--- src/rtl/audio_pkg.sv ---
// -----------------------------------------------------------------------------
// audio_pkg
// Shared constants and types for the mixer's I2S transmit path.
//   SAMPLE_W   : width of one audio sample (two's complement)
//   SLOT_BITS  : bclk periods per I2S channel slot
//   FRAME_BITS : bclk periods per stereo frame (left + right slot)
//   I2S_OFFSET : data starts one bclk after the lrclk transition
// -----------------------------------------------------------------------------
package audio_pkg;

  localparam int SAMPLE_W   = 24;
  localparam int SLOT_BITS  = 32;
  localparam int FRAME_BITS = 64;
  localparam int I2S_OFFSET = 1;

  typedef logic signed [SAMPLE_W-1:0] sample_t;

endpackage : audio_pkg

--- src/rtl/i2s_sample_tx_fifo.sv ---
// -----------------------------------------------------------------------------
// sample_fifo
// Small synchronous FIFO holding samples waiting for their I2S frame.
// Full and empty are registered and computed from the next-state count.
// A push while full is only taken when a pop happens in the same cycle.
//   clk, reset : system clock, synchronous active-high reset
//   push_i     : write din_i this cycle
//   pop_i      : consume the head entry this cycle (ignored when empty)
//   din_i      : data to write
//   dout_o     : head entry (valid when empty_o is low)
//   full_o     : FIFO holds DEPTH entries
//   empty_o    : FIFO holds no entries
//   count_o    : number of stored entries
// -----------------------------------------------------------------------------
module sample_fifo #(
  parameter int W     = 24,
  parameter int DEPTH = 4
) (
  input  logic                     clk,
  input  logic                     reset,
  input  logic                     push_i,
  input  logic                     pop_i,
  input  logic [W-1:0]             din_i,
  output logic [W-1:0]             dout_o,
  output logic                     full_o,
  output logic                     empty_o,
  output logic [$clog2(DEPTH):0]   count_o
);
  import audio_pkg::*;

  localparam int PTR_W = $clog2(DEPTH);
  localparam int CNT_W = PTR_W + 1;

  logic [W-1:0]     mem_q [DEPTH];
  logic [PTR_W-1:0] wr_ptr_q, wr_ptr_d;
  logic [PTR_W-1:0] rd_ptr_q, rd_ptr_d;
  logic [CNT_W-1:0] count_q, count_d;
  logic             full_q, full_d;
  logic             empty_q, empty_d;
  logic             wr_en_s;
  logic             rd_en_s;

  // Next-state pointers, count and flags; power-of-two depth lets pointers wrap naturally
  always_comb begin
    wr_en_s  = push_i && (!full_q || pop_i);
    rd_en_s  = pop_i && !empty_q;
    wr_ptr_d = wr_en_s ? (wr_ptr_q + PTR_W'(1)) : wr_ptr_q;
    rd_ptr_d = rd_en_s ? (rd_ptr_q + PTR_W'(1)) : rd_ptr_q;
    count_d  = count_q + CNT_W'(wr_en_s) - CNT_W'(rd_en_s);
    full_d   = (count_d == CNT_W'(DEPTH));
    empty_d  = (count_d == CNT_W'(0));
  end

  // Pointer, count and flag registers
  always_ff @(posedge clk) begin
    if (reset) begin
      wr_ptr_q <= '0;
      rd_ptr_q <= '0;
      count_q  <= '0;
      full_q   <= 1'b0;
      empty_q  <= 1'b1;
    end else begin
      wr_ptr_q <= wr_ptr_d;
      rd_ptr_q <= rd_ptr_d;
      count_q  <= count_d;
      full_q   <= full_d;
      empty_q  <= empty_d;
    end
  end

  // Storage array; contents need no reset because count gates every read
  always_ff @(posedge clk) begin
    if (wr_en_s) begin
      mem_q[wr_ptr_q] <= din_i;
    end
  end

  assign dout_o  = mem_q[rd_ptr_q];
  assign full_o  = full_q;
  assign empty_o = empty_q;
  assign count_o = count_q;

endmodule : sample_fifo

--- src/rtl/i2s_sample_tx.sv ---
// -----------------------------------------------------------------------------
// i2s_sample_tx
// Serialises the mixer's mono sample stream as I2S stereo frames; each sample
// is sent in both the left and right slot, MSB first, one bclk after lrclk.
//   clk, reset : system clock, synchronous active-high reset
//   in_data    : signed sample, taken when in_valid is high and room exists
//   in_valid   : one sample per asserted cycle
//   in_ready   : FIFO not full (registered)
//   on         : 1 = transmit, 0 = mute (FIFO keeps draining)
//   bclk       : bit clock, period 2*BCLK_DIV clk
//   lrclk      : word select, 0 = left slot, 1 = right slot
//   sdata      : serial data, changes on bclk falling edges
//   underflow  : one-cycle pulse when a frame starts with no sample queued
//   overflow   : one-cycle pulse when an incoming sample is dropped
// -----------------------------------------------------------------------------
module i2s_sample_tx #(
  parameter int SAMPLE_W   = 24,
  parameter int BCLK_DIV   = 4,
  parameter int FIFO_DEPTH = 4
) (
  input  logic                       clk,
  input  logic                       reset,
  input  logic signed [SAMPLE_W-1:0] in_data,
  input  logic                       in_valid,
  output logic                       in_ready,
  input  logic                       on,
  output logic                       bclk,
  output logic                       lrclk,
  output logic                       sdata,
  output logic                       underflow,
  output logic                       overflow
);
  import audio_pkg::*;

  localparam int DIV_W = $clog2(BCLK_DIV);
  localparam int BIT_W = $clog2(FRAME_BITS);
  localparam int POS_W = $clog2(SLOT_BITS);
  localparam int IDX_W = $clog2(SAMPLE_W);
  localparam int CNT_W = $clog2(FIFO_DEPTH) + 1;

  logic [DIV_W-1:0]    div_cnt_q, div_cnt_d;
  logic                bclk_q, bclk_d;
  logic [BIT_W-1:0]    bit_cnt_q, bit_cnt_d;
  logic                lrclk_q, lrclk_d;
  logic                sdata_q, sdata_d;
  logic [SAMPLE_W-1:0] shadow_q, shadow_d;
  logic                underflow_q, underflow_d;
  logic                overflow_q, overflow_d;
  logic                in_ready_q, in_ready_d;

  logic                div_tc_s;
  logic                fall_s;
  logic                wrap_s;
  logic                push_s;
  logic                pop_s;
  logic [BIT_W-1:0]    bit_next_s;
  logic [POS_W-1:0]    pos_s;
  logic [IDX_W-1:0]    idx_s;
  logic                slot_bit_s;
  logic [CNT_W-1:0]    count_next_s;
  logic [SAMPLE_W-1:0] fifo_dout_s;
  logic                fifo_full_s;
  logic                fifo_empty_s;
  logic [CNT_W-1:0]    fifo_count_s;

  sample_fifo #(
    .W     (SAMPLE_W),
    .DEPTH (FIFO_DEPTH)
  ) u_fifo (
    .clk     (clk),
    .reset   (reset),
    .push_i  (push_s),
    .pop_i   (pop_s),
    .din_i   (in_data),
    .dout_o  (fifo_dout_s),
    .full_o  (fifo_full_s),
    .empty_o (fifo_empty_s),
    .count_o (fifo_count_s)
  );

  // Divider, frame sequencing, FIFO handshakes and serial bit selection
  always_comb begin
    div_tc_s   = (div_cnt_q == DIV_W'(BCLK_DIV - 1));
    fall_s     = div_tc_s && bclk_q;
    bit_next_s = bit_cnt_q + BIT_W'(1);
    // The frame boundary is the fall event that takes bit_cnt from its last value back to 0
    wrap_s     = fall_s && (bit_cnt_q == BIT_W'(FRAME_BITS - 1));
    pop_s      = wrap_s && !fifo_empty_s;
    // A full FIFO still takes a sample when the head leaves in the same cycle
    push_s     = in_valid && (!fifo_full_s || pop_s);

    // Slot position p of the bit going out next: p=0 is the delay bit, then MSB..LSB, then padding
    pos_s      = bit_next_s[POS_W-1:0];
    idx_s      = '0;
    slot_bit_s = 1'b0;
    if ((int'(pos_s) >= I2S_OFFSET) && (int'(pos_s) < (I2S_OFFSET + SAMPLE_W))) begin
      idx_s      = IDX_W'(SAMPLE_W + I2S_OFFSET - 1 - int'(pos_s));
      slot_bit_s = shadow_q[idx_s];
    end else begin
      slot_bit_s = 1'b0;
    end

    div_cnt_d = div_tc_s ? '0 : (div_cnt_q + DIV_W'(1));
    bclk_d    = div_tc_s ? ~bclk_q : bclk_q;

    if (fall_s) begin
      bit_cnt_d = bit_next_s;
      lrclk_d   = bit_next_s[BIT_W-1];
      sdata_d   = slot_bit_s;
    end else begin
      bit_cnt_d = bit_cnt_q;
      lrclk_d   = lrclk_q;
      sdata_d   = sdata_q;
    end

    // Shadow is reloaded only at the frame boundary so both slots carry the same value
    if (wrap_s) begin
      if (pop_s && on) begin
        shadow_d = fifo_dout_s;
      end else begin
        shadow_d = '0;
      end
    end else begin
      shadow_d = shadow_q;
    end

    underflow_d  = wrap_s && fifo_empty_s;
    overflow_d   = in_valid && fifo_full_s && !pop_s;
    count_next_s = fifo_count_s + CNT_W'(push_s) - CNT_W'(pop_s);
    in_ready_d   = (count_next_s != CNT_W'(FIFO_DEPTH));
  end

  // Output and state registers
  always_ff @(posedge clk) begin
    if (reset) begin
      div_cnt_q   <= '0;
      bclk_q      <= 1'b0;
      bit_cnt_q   <= BIT_W'(FRAME_BITS - 1);
      lrclk_q     <= 1'b0;
      sdata_q     <= 1'b0;
      shadow_q    <= '0;
      underflow_q <= 1'b0;
      overflow_q  <= 1'b0;
      in_ready_q  <= 1'b1;
    end else begin
      div_cnt_q   <= div_cnt_d;
      bclk_q      <= bclk_d;
      bit_cnt_q   <= bit_cnt_d;
      lrclk_q     <= lrclk_d;
      sdata_q     <= sdata_d;
      shadow_q    <= shadow_d;
      underflow_q <= underflow_d;
      overflow_q  <= overflow_d;
      in_ready_q  <= in_ready_d;
    end
  end

  assign bclk      = bclk_q;
  assign lrclk     = lrclk_q;
  assign sdata     = sdata_q;
  assign underflow = underflow_q;
  assign overflow  = overflow_q;
  assign in_ready  = in_ready_q;

endmodule : i2s_sample_tx

--- config.mk ---
export PLATFORM = sky130hd
export DESIGN_NAME = i2s_sample_tx
export DESIGN_NICKNAME = d
export VERILOG_FILES = /design/src/rtl/audio_pkg.sv /design/src/rtl/i2s_sample_tx_fifo.sv /design/src/rtl/i2s_sample_tx.sv
export SDC_FILE = /design/constraint.sdc
export NUM_CORES = 1
export LEC_CHECK = 0
export CAP_MARGIN = 20
export CORE_ASPECT_RATIO = 1.25
export CORE_MARGIN = 2
export CORE_UTILIZATION = 54
export DETAILED_ROUTE_END_ITERATION = 6
export PLACE_DENSITY = 0.71
export RECOVER_POWER = 50
export SETUP_SLACK_MARGIN = 0.4
export SYNTH_ARGS = -nofsm -noshare
export SYNTH_HDL_FRONTEND = slang
export SYNTH_SLANG_ARGS = --single-unit
--- constraint.sdc ---
create_clock -name clk -period 3.6 [get_ports clk]
set_input_delay 0.9 -clock clk [delete_from_list [all_inputs] [get_ports clk]]
set_output_delay 0.9 -clock clk [all_outputs]
set_load 0.1 [all_outputs]
Yosys cells after proc, flatten, opt, wreduce, memory -nomap -nowiden:

Memory sizes are Yosys's and may differ from the RTL's. A register that Yosys moved wholly into a read port is not among the register bits.
Index checks and enable logic that the tools add are counted.

* RAM bits: 96
* memories kept: 1
* output and inout port bits: 6
* input port bits: 28
* register bits: 47

* multiplexer cells: 8
* add/sub/neg operators: 9
* eq/ne operators: 4
* order comparisons: 3
* reductions and logical operators: 17
* bitwise logic cells: 1

Memory list
* u_fifo.mem_q: depth 4, width 24, rd ports 1, clocked after Yosys merged registers in 1, wr ports 1, RTL line i2s_sample_tx_fifo.sv:34 `logic [W-1:0] mem_q [DEPTH];`

Operators by type and width (number)
* 24-bit two-way mux: 1
* 1-bit logical AND: 11
* 2-bit by 1-bit adder with 2-bit output (second input constant): 3
* 3-bit by 1-bit adder with 3-bit output: 2
* 6-bit by 1-bit adder with 6-bit output (second input constant): 1
* 6-bit equality test (second input constant): 1
* 5-bit by 6-bit less-than comparator with 1-bit output (second input constant): 1
* 3-bit by 1-bit subtractor with 3-bit output: 2
* 1-bit binary-select mux with 5-bit select: 1
* 5-bit by 1-bit greater-or-equal comparator with 1-bit output (second input constant): 1
* 5-bit less-than comparator (second input constant): 1
* 5-bit subtractor (first input constant): 1
* 1-bit two-way mux: 4
* 2-bit two-way mux: 2
* 3-bit equality test (second input constant): 1
* 1-bit zero test: 3
* 3-bit zero test: 1
* 3-bit inequality test (second input constant): 1
* 2-bit equality test (second input constant): 1
* 2-bit OR reduction: 1
* 1-bit logical OR: 1
* 1-bit NOT: 1

Logic depth before layout (Yosys ltp):

* depth in word-level cells: 10
* gate-level depth with buffers: 13

Modules after synthesis:

A second synthesis with hierarchy kept.

* cell total of the unflattened synthesis: 374
* area total of the unflattened synthesis: 5916.9 um2

Modules (own cells, without submodules)
* sample_fifo: area an instance 4006.3 um2, times used 1, cells each 178, seq. area each 3103.0 um2
* i2s_sample_tx: area an instance 1910.6 um2, times used 1, cells each 196, seq. area each 760.7 um2

Worst setup path before layout:

OpenSTA, ideal clock, no wires.

* path type: register -> register
* start: register bclk_q, in the netlist bclk
* end: memory u_fifo.mem_q[0][0], enable pin
* slack: 643 ps
* arrival: 2574 ps
* stages on the path, launching flop included: 6
* path buffers: 1
* clock period less this slack: 2957 ps
* required time: 3217 ps
* cell sequence: dfxtp_1 and3_1 buf_2 nand4b_2 a21boi_2 and2_1

* longest elaborated chain between the ends: 8

Ends and longest elaborated chain
* start, declared: RTL line i2s_sample_tx.sv:42 `logic bclk_q, bclk_d;`
* start signal, assigned: RTL line i2s_sample_tx.sv:147 `bclk_q <= bclk_d;`
* 1-bit logical AND (*): RTL line i2s_sample_tx.sv:84 `fall_s = div_tc_s && bclk_q;`
* 1-bit logical AND (*): RTL line i2s_sample_tx.sv:87 `wrap_s = fall_s && (bit_cnt_q == BIT_W'(FRAME_BITS - 1));`
* 1-bit logical AND (*): RTL line i2s_sample_tx.sv:88 `pop_s = wrap_s && !fifo_empty_s;`
* 1-bit logical OR (*): RTL line i2s_sample_tx_fifo.sv:45, i2s_sample_tx.sv:90
* 1-bit logical AND: RTL line i2s_sample_tx.sv:90 `push_s = in_valid && (!fifo_full_s || pop_s);`
* 1-bit logical AND (*): RTL line i2s_sample_tx_fifo.sv:45 `wr_en_s = push_i && (!full_q || pop_i);`
* net u_fifo.wr_en_s: RTL line i2s_sample_tx_fifo.sv:40 `logic wr_en_s;`
* 1-bit two-way mux (*): RTL line i2s_sample_tx_fifo.sv:73 `if (wr_en_s) begin`
* 1-bit two-way mux (implied by the code) (*): RTL line i2s_sample_tx_fifo.sv:74 `mem_q[wr_ptr_q] <= din_i;`
* end, declared: RTL line i2s_sample_tx_fifo.sv:34

Mark *: on every way through the listed nets, which the timed path passes. The rest lies on a longest branch.

Final worst setup path:

* start: register bit_cnt_q[0]
* end: register u_fifo.full_q, in the netlist u_fifo.full_o

* elaborated cells on any way between the ends: 10
* those cells by class: 2 x add/sub; 2 x eq/ne; 6 x reduce/logical

RTL lines
* start, declared: RTL line i2s_sample_tx.sv:43 `logic [BIT_W-1:0] bit_cnt_q, bit_cnt_d;`
* start signal, assigned: RTL line i2s_sample_tx.sv:138 `bit_cnt_q <= BIT_W'(FRAME_BITS - 1);`
* start signal, assigned: RTL line i2s_sample_tx.sv:148 `bit_cnt_q <= bit_cnt_d;`
* 6-bit equality test: RTL line i2s_sample_tx.sv:87
* 1-bit logical AND: RTL line i2s_sample_tx.sv:87
* 1-bit logical AND: RTL line i2s_sample_tx.sv:88
* 1-bit logical AND: RTL line i2s_sample_tx_fifo.sv:46 `rd_en_s = pop_i && !empty_q;`
* net u_fifo.rd_en_s: RTL line i2s_sample_tx_fifo.sv:41 `logic rd_en_s;`
* 3-bit by 1-bit subtractor with 3-bit output: RTL line i2s_sample_tx_fifo.sv:49 `count_d = count_q + CNT_W'(wr_en_s) - CNT_W'(rd_en_s);`
* 3-bit equality test: RTL line i2s_sample_tx_fifo.sv:50 `full_d = (count_d == CNT_W'(DEPTH));`
* end signal, assigned: RTL line i2s_sample_tx_fifo.sv:66 `full_q <= full_d;`
* end, declared: RTL line i2s_sample_tx_fifo.sv:38 `logic full_q, full_d;`

The timed path passes the listed nets, and every way through them passes these cells.
A chain may end at the register's enable or synchronous reset.

==> results.txt <==
The ratio of cells with drive above 1 in the final layout is 17.02%. The TritonCTS sink count is 145. From bottom edge to top edge, the die measures 120.1 um.

The timing-limited maximum frequency came out at 346.4 MHz. The power density normalized to cell area is 589.6 mW/mm^2. The yosys synthesis warning count is 0.

Registers take 0.003864 mm^2. The number of hold violations in the final report came out at 0. The clock group share of total power came out at 44.8%.

The overall via count from detail_route came out at 3,114. The analysis attributes to net switching a power of 0.0008555 W. The cell that appears most often on the critical path is sky130_fd_sc_hd__ha_1. The mapped cell area is 0.005824 mm^2. In the layout the commonest cells are sky130_fd_sc_hd__edfxtp_1 (96), sky130_fd_sc_hd__dfxtp_1 (49), sky130_fd_sc_hd__nor2_1 (35). The minimum period implied by the final worst setup slack is 2.886 ns.

The number of antenna violations at the first check in global routing came to 0. The post-CTS setup buffer count is 0. The portion of total power attributed to combinational logic is 7.3%. The TritonCTS clock tree is built. The number of max-cap violations is 0. The detailed router's first-iteration violation count came out at 228. 34 I/O pins were placed. In the final layout, the multi-input gates occupy 0.001744 mm^2. The routed via count divided by cell count is 5.611. The deepest clock path buffer count came out at 2.

Once the floorplan was initialized, standard cells occupied 55.14% of the core. The post-DP HPWL is 6023 um. Entering global routing, the biggest net connects 40 pins. Net switching is 21.25% of the power. The total length of routed wires came out at 10,010 um.

Setup repair after global routing left no endpoint under its margin. The synthesized netlist devotes 4.919% of its cell area to compound gates. In the final routed layout, each cell accounts on average for 18.04 um.

The required arrival time at the worst endpoint came out at 3.93 ns. The class of the most critical setup path is register to register. The share of cell area taken by muxes after synthesis came out at 12.33%.

The critical path goes through ha_1 -> and3_1 -> nand4b_1 -> inv_1 -> ha_1 -> inv_1 -> ha_1 -> fa_1 -> xnor2_1 -> nand2_1 -> nor3_1. The total number of H-tree levels came out at 4. The horizontal die dimension is 96.89 um. The worst path meets setup with 0.7136 ns of slack. Clock latency on the worst-skew pair, taken at its later pin, is 0.41 ns. The max-slew violation total from the final report was 0. The flip-flop and latch count after synthesis is 145.

Global routing finished with a remaining overflow of 0. The relative contribution of sequential cells to total power is 47.9%. In this run the static leakage power is 2.373 nW. The maximum fanout along the worst path came out at 10. The arrival time of data at the critical path endpoint came out at 3.22 ns. The count of distinct cell types in the synthesized netlist came out at 49. The share of flip-flops with an asynchronous set or reset after synthesis is 0%. STA classifies the critical path startpoint as a register. The period utilization is 80.18%. For the final routed database, the setup TNS stands at 0 ns. The final net count is 451. The run finished with clean final reports. Counting every net in the synthesized netlist gives 411. In this run the clock root is driven by a sky130_fd_sc_hd__clkbuf_16.

The number of antenna repair diodes is 0. In this run, post-CTS repair resized a total of 0 instances. The number of core rows came out at 42. The largest incremental delay on the critical path is 0.55 ns. By area, the combinational part of the netlist is dominated by multiplexers.

The area of the die is 0.01164 mm^2. After Yosys synthesis, XOR and XNOR cells account for 2.556% of the synthesized area. The maximum vdd ir drop is 358.6 uV. The count of endpoints failing setup in the final report came out at 0. Total power for the finished layout comes to 0.004026 W. The synthesized netlist devotes 7.282% of its cell area to simple gates. The final worst clock skew is 0.008109 ns. The count of port buffers added during placement came out at 33.

The share of the yosys chip area belonging to registers is 66.34%. The most frequently used flop master after synthesis is sky130_fd_sc_hd__edfxtp_1. The first global-routing pass estimated 16,390 um of wire.

The number of global-route vias before repair came out at 3,160. Internal power comes to 0.003171 W. The detailed-route DRC error count is 0.

The type of the tightest min-delay check is register to register. In this run, synthesis inferred 96 flip-flops with an integrated enable. The total clock buffers created by CTS came out at 17. STA classifies the critical path endpoint as a register. The count of hold-fix buffers inserted at cts is 0. The area growth from synthesis to layout is 17.25%. The first detailed-routing pass took 6 iterations.

The synthesized area divided by synthesized cell count came out at 15.74 um^2. The total track usage is 18.70%. Counting the fill cells in the layout gives 742. For this design, the slowest cell found on the critical path is sky130_fd_sc_hd__dfxtp_1. Headroom to the max-slew limit came out at 22.80%. The slew of the pin with the lowest slew margin came out at 1.163 ns. After clock tree synthesis, the clock-pin slew on the worst setup and hold paths is 0.06 ns.

Excluding fillers, the count of instances in the completed layout stands at 555. The core region is 0.01056 mm^2. The number of instances in the synthesized netlist came out at 370. In this run, placement finished with an instance count of 523. The antenna violation net count after detailed routing came out at 0. Leaving out fill and tap cells, the most frequent cell in the layout is sky130_fd_sc_hd__edfxtp_1. Routability-driven placement finished with a final weighted congestion of 0.8072.

The area share of fa/ha/maj cells after synthesis came out at 3.050%. The setup slack at placement is 0.8088 ns. The final hold slack came out at 0.4244 ns.
==> area by class of cell <==
type                    instances  area share [%]
flip-flops and latches        145           56.58
inverters                      14          0.7695
clock buffers                  18           6.284
clock inverters                14           2.767
multi-input cells             189           25.54
repair buffers                 43           5.643
well taps                     132           2.418
==> worst paths after layout <==
kind / startpoint / to / slack (ns) / cells after the start
setup / recovery: bit_cnt_q[0] / u_fifo.full_o / 0.71 / 11
hold / removal: div_cnt_q[0] / div_cnt_q[0] / 0.42 / 1
setup reg to reg: bit_cnt_q[0] / u_fifo.full_o / 0.71 / 11
hold reg to reg: div_cnt_q[0] / div_cnt_q[0] / 0.42 / 1
==> power groups by stage <==
stage	logic [W]	clock network (W)	registers, W
2_1_floorplan	0.000170	0	0.00198
3_3_place_gp	0.000297	0	0.00196
3_5_place_dp	0.000303	0	0.00196
4_1_cts	0.000307	0.00183	0.00193
5_1_grt	0.000323	0.00190	0.00194
6_report	0.000292	0.00180	0.00193
==> critical path, delay by kind of cell, from the launching register on <==
family,cells,cell delay [ns]
fa+ha+maj,4,1.01
simple gates,4,0.79
flops,1,0.55
buf+inv,2,0.23
xor+xnor,1,0.22
==> metal layers <==
metal	share of wire (%)	vias up	global-route usage [%]	routed length, um
li1	-	1479	-	-
met2	51	78	31.81	5120
met5	0	-	0	0
met1	44	1549	23.17	4372
met3	4.2	8	5.067	423
met4	0.95	0	6.602	95
==> state kept, by name (all words and copies together) (netlist names), 2 cells and up, named ones only <==
register / count
u_fifo.rd_ptr_q: 2
u_fifo.count_o: 3
u_fifo.mem_q: 96
shadow_q: 24
bit_cnt_q: 6
u_fifo.wr_ptr_q: 2
div_cnt_q: 2
==> cells by family after synthesis <==
kind of cell	Yosys count
DFF	145
and+or+nand+nor	83
muxes	39
AOI/OAI and AO/OA	37
buffers and inverters	36
xor gates and xnor gates	17
adders and majority gates	13
==> synthesized netlist by cell type (2+ instances only) <==
library cell,instances,area (um^2)
sky130_fd_sc_hd__a22oi_1,24,180.2
sky130_fd_sc_hd__and2_1,4,25.02
sky130_fd_sc_hd__and3_1,2,12.51
sky130_fd_sc_hd__and3_2,2,15.01
sky130_fd_sc_hd__buf_2,4,20.02
sky130_fd_sc_hd__buf_4,2,15.01
sky130_fd_sc_hd__buf_6,4,45.04
sky130_fd_sc_hd__clkbuf_1,10,37.54
sky130_fd_sc_hd__dfxtp_1,49,980.9
sky130_fd_sc_hd__edfxtp_1,96,2883
sky130_fd_sc_hd__fa_1,2,40.04
sky130_fd_sc_hd__ha_1,11,137.6
sky130_fd_sc_hd__inv_1,10,37.54
sky130_fd_sc_hd__inv_2,3,11.26
sky130_fd_sc_hd__mux2_1,2,22.52
sky130_fd_sc_hd__mux2i_1,11,110.1
sky130_fd_sc_hd__mux4_2,26,585.6
sky130_fd_sc_hd__nand2_1,8,30.03
sky130_fd_sc_hd__nand2b_1,2,12.51
sky130_fd_sc_hd__nand3_1,11,55.05
sky130_fd_sc_hd__nor2_1,35,131.4
sky130_fd_sc_hd__nor2b_1,3,18.77
sky130_fd_sc_hd__nor3_1,5,25.02
sky130_fd_sc_hd__nor3b_1,3,22.52
sky130_fd_sc_hd__o31ai_1,2,15.01
sky130_fd_sc_hd__xnor2_1,10,87.58
sky130_fd_sc_hd__xor2_1,7,61.31
==> per-stage QoR <==
step                      instance area, um^2  utilization [%]
after floorplan                          5824                -
after global placement                   6237            59.05
after detailed placement                 6237            59.05
after CTS                                6855            64.90
after global routing                     6829            64.65
final                                    6829            64.65
Power figures use the tool's default switching activity.
